**config.mk**
```make
export PLATFORM = sky130hd
export DESIGN_NAME = sar_search
export DESIGN_NICKNAME = d
export VERILOG_FILES = /design/src/rtl/sar_search.sv
export SDC_FILE = /design/constraint.sdc
export NUM_CORES = 1
export LEC_CHECK = 0
export ABC_AREA = 1
export BUFFER_PORTS_ARGS = -buffer_cell sky130_fd_sc_hd__buf_2
export CORE_UTILIZATION = 57
export DETAILED_ROUTE_END_ITERATION = 10
export GPL_TIMING_DRIVEN = 1
export PLACE_DENSITY = 0.78
export SETUP_SLACK_MARGIN = 0.02
export SLEW_MARGIN = 20
export SYNTH_ARGS = -nofsm -noshare
export SYNTH_HDL_FRONTEND = slang
export SYNTH_SLANG_ARGS = --single-unit
```
**constraint.sdc**
```tcl
create_clock -name clk -period 3.59 [get_ports clk]
set_input_delay 0.359 -clock clk [delete_from_list [all_inputs] [get_ports clk]]
set_output_delay 0.359 -clock clk [all_outputs]
set_load 0.02 [all_outputs]
```
**src/rtl/sar_search.sv**
```systemverilog
// Binary-search engine driving a magnitude comparator's b operand.
// Define SAR_SEARCH_ONEHOT_CHECK_EN to abort on non-one-hot flags.
module sar_search #(
    parameter int WIDTH = 4
) (
    input  logic             clk,
    input  logic             rst_n,
    input  logic             start,
    input  logic             alb,
    input  logic             aeb,
    input  logic             agb,
    output logic [WIDTH-1:0] probe,
    output logic             busy,
    output logic             done,
    output logic             found,
    output logic [WIDTH-1:0] result,
    output logic             err
);

    typedef enum logic {
        IDLE,
        SEARCH
    } state_t;

    localparam logic [WIDTH:0]   MAX_B = {1'b0, {WIDTH{1'b1}}};
    localparam logic [WIDTH-1:0] ONES  = {WIDTH{1'b1}};
    localparam logic [WIDTH-1:0] ZERO  = '0;

    state_t           state_q, state_d;
    logic [WIDTH:0]   lo_q, lo_d;
    logic [WIDTH:0]   hi_q, hi_d;
    logic [WIDTH-1:0] probe_q, probe_d;
    logic [WIDTH-1:0] result_q, result_d;
    logic             found_q, found_d;
    logic             done_q, done_d;

    logic [WIDTH:0]   lo_n, hi_n, mid;
    logic             upd, miss, bad;

`ifdef SAR_SEARCH_ONEHOT_CHECK_EN
    logic err_q, err_d;
`endif

    always_comb begin
        state_d  = state_q;
        lo_d     = lo_q;
        hi_d     = hi_q;
        probe_d  = probe_q;
        result_d = result_q;
        found_d  = found_q;
        done_d   = 1'b0;
        lo_n     = lo_q;
        hi_n     = hi_q;
        mid      = '0;
        upd      = 1'b0;
        miss     = 1'b0;
`ifdef SAR_SEARCH_ONEHOT_CHECK_EN
        err_d    = err_q;
        bad      = ~((alb ^ aeb ^ agb) & ~(alb & aeb & agb));
`else
        bad      = 1'b0;
`endif
        unique case (state_q)
            IDLE: begin
                if (start) begin
                    lo_d    = '0;
                    hi_d    = MAX_B;
                    probe_d = ONES >> 1;
                    found_d = 1'b0;
`ifdef SAR_SEARCH_ONEHOT_CHECK_EN
                    err_d   = 1'b0;
`endif
                    state_d = SEARCH;
                end
            end
            SEARCH: begin
                if (bad) begin
                    done_d  = 1'b1;
                    found_d = 1'b0;
`ifdef SAR_SEARCH_ONEHOT_CHECK_EN
                    err_d   = 1'b1;
`endif
                    state_d = IDLE;
                end else if (aeb) begin
                    result_d = probe_q;
                    found_d  = 1'b1;
                    done_d   = 1'b1;
                    state_d  = IDLE;
                end else if (agb) begin
                    if (probe_q == ONES) begin
                        miss = 1'b1;
                    end else begin
                        lo_n = {1'b0, probe_q} + 1'b1;
                        upd  = 1'b1;
                    end
                end else if (alb) begin
                    if (probe_q == ZERO) begin
                        miss = 1'b1;
                    end else begin
                        hi_n = {1'b0, probe_q} - 1'b1;
                        upd  = 1'b1;
                    end
                end
                // no flag: hold bounds and probe so a slow comparator settles
                if (upd) begin
                    if (lo_n > hi_n) begin
                        miss = 1'b1;
                    end else begin
                        mid     = (lo_n + hi_n) >> 1;
                        lo_d    = lo_n;
                        hi_d    = hi_n;
                        probe_d = mid[WIDTH-1:0];
                    end
                end
                if (miss) begin
                    done_d  = 1'b1;
                    found_d = 1'b0;
                    state_d = IDLE;
                end
            end
            default: state_d = IDLE;
        endcase
    end

    always_ff @(posedge clk or negedge rst_n) begin
        if (!rst_n) begin
            state_q  <= IDLE;
            lo_q     <= '0;
            hi_q     <= '0;
            probe_q  <= '0;
            result_q <= '0;
            found_q  <= 1'b0;
            done_q   <= 1'b0;
        end else begin
            state_q  <= state_d;
            lo_q     <= lo_d;
            hi_q     <= hi_d;
            probe_q  <= probe_d;
            result_q <= result_d;
            found_q  <= found_d;
            done_q   <= done_d;
        end
    end

`ifdef SAR_SEARCH_ONEHOT_CHECK_EN
    always_ff @(posedge clk or negedge rst_n) begin
        if (!rst_n) begin
            err_q <= 1'b0;
        end else begin
            err_q <= err_d;
        end
    end
    assign err = err_q;
`else
    assign err = 1'b0;
`endif

    assign probe  = probe_q;
    assign busy   = (state_q == SEARCH);
    assign done   = done_q;
    assign found  = found_q;
    assign result = result_q;

endmodule

```
### Word-level counts from Yosys, hierarchy flattened

Cells that the tools add are included.

* register bits after elaboration: 21
* bits of input ports: 6
* word-level logic and storage cells: 67

* $add $sub $neg: 3
* magnitude comparators: 1
* eq/ne operators: 5
* multiplexer cells: 46
* bitwise gates (word level): 1
* reductions and logical operators: 4

Operator list (count)
* two-way mux 5 bit: 15
* two-way mux 1 bit: 23
* case mux 5 bit (2 select lines): 2
* two-way mux 4 bit: 3
* case mux 4 bit (2 select lines): 1
* adder 4 x 1 -> 5 bit, second input constant: 1
* adder 5 bit: 1
* > comparator 5 bit: 1
* subtractor 4 x 1 -> 5 bit, second input constant: 1
* == test 4 bit, second input constant: 1
* logical NOT 4 bit: 1
* inequality test 2 bit, second input constant: 2
* case mux 1 bit (2 select lines): 2
* AND reduction 2 bit: 2
* inequality test 3 x 2 -> 1 bit, second input constant: 1
* AND reduction 3 bit: 1
* inequality test 2 x 1 -> 1 bit, second input constant: 1
* NOT 1 bit: 1

### Depth between registers and ports, before layout

* word-level depth: 12
* gate-level depth with buffers: 17

### Worst setup path after synthesis

OpenSTA, ideal clock, no wires.

* path kind: reg-to-reg
* start: reg probe_q[0] (netlist: probe[0])
* end: reg probe_q[2] (netlist: probe[2])
* setup time: 0.066 ns
* arrival time: 2.633 ns
* slack: 0.891 ns
* cell stages (with the launch flop): 16
* path buffers: 1
* clock period less this slack: 2.699 ns
* cells stage by stage: dfrtp_1 inv_1 ha_1 nand3_2 nand2_4 o21ai_0 inv_1 ha_1 nor2_1 nand3_1 nand3_1 nand2_2 nand2_4 buf_6 nand3_1 nand2_1

* cells in the longest elaborated chain, start to end: 10
* elaborated cells on any way between the ends: 27

RTL lines
* from (decl): RTL line 32 `logic [WIDTH-1:0] probe_q, probe_d;`
* from (signal assigned): RTL line 138 `probe_q <= probe_d;`
* subtractor 4 x 1 -> 5 bit / logical NOT 4 bit (equally long branches): RTL line 100, 97
* two-way mux 5 bit: RTL line 97 `if (probe_q == ZERO) begin`
* two-way mux 5 bit: RTL line 96 `end else if (alb) begin`
* two-way mux 5 bit: RTL line 89 `end else if (agb) begin`
* two-way mux 5 bit: RTL line 84 `end else if (aeb) begin`
* two-way mux 5 bit: RTL line 63 `unique case (state_q)`
* adder 5 bit: RTL line 109 `mid = (lo_n + hi_n) >> 1;`
* two-way mux 4 bit: RTL line 106 `if (lo_n > hi_n) begin`
* two-way mux 4 bit: RTL line 105 `if (upd) begin`
* case mux 4 bit (2 select lines): RTL line 63

Parallel ways exist; a longest one is shown, timed or not. The select of a mux whose other input is x is not followed.
A chain may end at the register's enable or synchronous reset.

### Worst setup path in the final report

* start: reg probe_q[0] (netlist: probe[0])
* end: reg hi_q[2]

* cells in the longest elaborated chain, start to end: 9
* elaborated cells on any way between the ends: 26

RTL lines
* subtractor 4 x 1 -> 5 bit / logical NOT 4 bit (equally long branches): RTL line 100, 97
* two-way mux 5 bit: RTL line 97
* two-way mux 5 bit: RTL line 96
* two-way mux 5 bit: RTL line 89
* two-way mux 5 bit: RTL line 84
* two-way mux 5 bit: RTL line 63
* > comparator 5 bit / two-way mux 5 bit (equally long branches): RTL line 106
* inequality test 2 bit (no source line) / two-way mux 5 bit (equally long branches)
* AND reduction 3 bit (no source line) / case mux 5 bit (2 select lines) (equally long branches)
* to (signal assigned): RTL line 137 `hi_q <= hi_d;`
* to (decl): RTL line 31 `logic [WIDTH:0] hi_q, hi_d;`

Parallel ways exist; a longest one is shown, timed or not. The select of a mux whose other input is x is not followed.

==> out/qor.txt <==
Outcome: complete, no violations
Port bufs: 16
Critical path launch point type: flop
Post-synth top area cell: dfrtp_1
Resize count post-CTS: 0
Post-synthesis sequential area ratio: 0.355
Routed length per instance: 13.7 um
Area contributors post-synth: dfrtp_1 (36%), nand2_1 (15%), nand3_1 (10%), ha_1 (9.3%), inv_1 (7.4%)
First-pass GRT wire length: 5.75 mm
IO Pins: 18
Critical path arrival: 3230 ps
Main flop type after synthesis: dfrtp_1
Hpwl dp: 2.66 mm
RSZ-0062 raised after global routing: no
Kind of critical path: flop to flop
Initial antenna violation count: 0
RD Place Congestion: 0.903
Setup crit start: probe[0]
Grt ovf: 0
Final setup violation count: 0
Count of cell types in the netlist: 26
DRC: 0
# H-tree levels: 1
Post-synth EDFFs: 0
Rows: 18
P&R area growth vs syn: 9.22%
Root buf cell: clkbuf_4
Post-Syn Area per Cell: 7.29 um2
Worst path required time: 3800 ps
Place WS: 627 ps
Final hold violation count: 0
Final TNS setup: 0 ps
CTS Buffer Depth: 2
Max-slew violation count: 0
Slew HR: 0.606
Post-route cell area: 1620 um2
Setup Buffers After CTS: 0
Worst VDD drop: 0.535 mV
Core area: 2450 um2
Sink Count: 21
Cell area power density: 826 nW/um2
Starting Density: 0.602
Vias per inst: 5.55
Layout cells sized above 1: 0.140
Vias in the first global route: 1285
HP Class: input pin to flop
Most numerous cell in the Yosys netlist: nand2_1
Crit. End Element: flop
WHS: 370 ps
Hold path start: aeb
DRT antenna net count: 0
Yosys reg bits: 21
Max-cap viol count: 0
Worst slew pin tran: 589 ps
Post-CTS Hold Fix Bufs: 0
Reg2reg start: probe[0]
Ant diodes: 0
Die X: 52.9 um
Top-area cell type share of the netlist area: 0.355
Period utilization: 0.840
Syn_nets: 221
Clock Skews: 1.95 ps
Total die area: 2800 um2
Placed Area: 1580 um2
Synth Instances: 203
CP max FO: 15
Synth top cells by count: nand2_1 (59), nand3_1 (31), inv_1 (29)
Cts bufs inserted: 3
WL final: 3.45 mm
Synthesized area: 1480 um2
Total GRT Usage: 0.289
Yosys synthesis warning count: 0
Largest net degree at the start of global routing: 22
LEAKAGE: 0.916 nW
Drt first pass iters: 4
Fin crit period: 3020 ps
Final setup margin: 574 ps
Layout Nets: 240
Die Span Y: 52.9 um
TritonCTS clock tree: done
Via count: 1392
Final Power: 0.00133 W
Synth async-reset ratio: 1.00
Clock transition at path regs: 120 ps
DR iter-0 viols: 59
F_max: 0.332 GHz
Worst skew pair latency: 310 ps
[final cells by class]
type,instances,area (um2)
multi-input combinational,147,811
clock buffer,3,22.5
clock inverter,1,5.00
timing repair buffer,18,97.6
inverter,31,116
fill,206,840
tap,30,37.5
sequential,21,526
[metrics by stage]
step                utilization  instances
floorplan                     -        203
global placement          0.643        246
detailed placement        0.643        246
CTS                       0.654        250
global route              0.658        251
finish                    0.658        251
[cells by family (layout without fill, tap and decap cells)]
logic type                 after synthesis  after routing  share of synthesized area
DFF                                     21             21                      0.355
other                                    1              1                    0.00254
buffers and inverters                   35             53                     0.0964
adders and majority gates               12             12                      0.107
AOI/OAI and AO/OA                       24             24                      0.101
xor gates and xnor gates                 1              1                    0.00592
and+or+nand+nor                        109            109                      0.332
[worst paths after layout]
check,end,slack (ps),depth (start not counted)
max,hi_q[2],570,15
min,busy,370,4
max reg2reg,hi_q[2],570,15
min reg2reg,result[3],500,2
max in group asynchronous,lo_q[1],2750,2
min in group asynchronous,busy,520,2
[routing by layer]
layer	vias to the layer above	routed length, um	global-route usage
met3	10	186	0.0517
met4	0	78	0.110
met1	647	1570	0.375
met2	45	1610	0.473
li1	690	-	-
met5	-	0	0
[worst max-delay path, stage by stage (launching register included)]
cell and delay, ps:
dfrtp_1 480, inv_1 120, ha_1 250, nand3_2 120, nand2_4 100, o21ai_0 450, inv_1 100, ha_1 310
nor2_1 160, nand3_1 100, nand3_1 130, nand2_2 130, nand2_4 180, nand2_2 120, nand2_1 100, nand2_1 50
[power breakdown]
| part | switching [W] | internal, W | total (W) |
|---|---|---|---|
| Clock | 0.0000764 | 0.0000416 | 0.000118 |
| Sequential | 0.0000949 | 0.000327 | 0.000422 |
| Combinational | 0.000527 | 0.000268 | 0.000795 |
[state kept, by name, summed over array words and instances (netlist names)]
name / cells
result: 4
lo_q: 5
probe: 4
hi_q: 5
found: 1
done: 1
busy: 1
[cells in the final DEF, fill, tap and decap left out, drive strengths merged, types with 2 or more instances in the layout]
cell type and instances:
a21oi 5, buf 17, clkbuf 3, dfrtp 21
ha 11, inv 31, nand2 64, nand3 32
nand3b 2, nand4 2, nor2 9, o211ai 3
o21ai 13
Note: power is estimated with default switching activity, not from simulation.
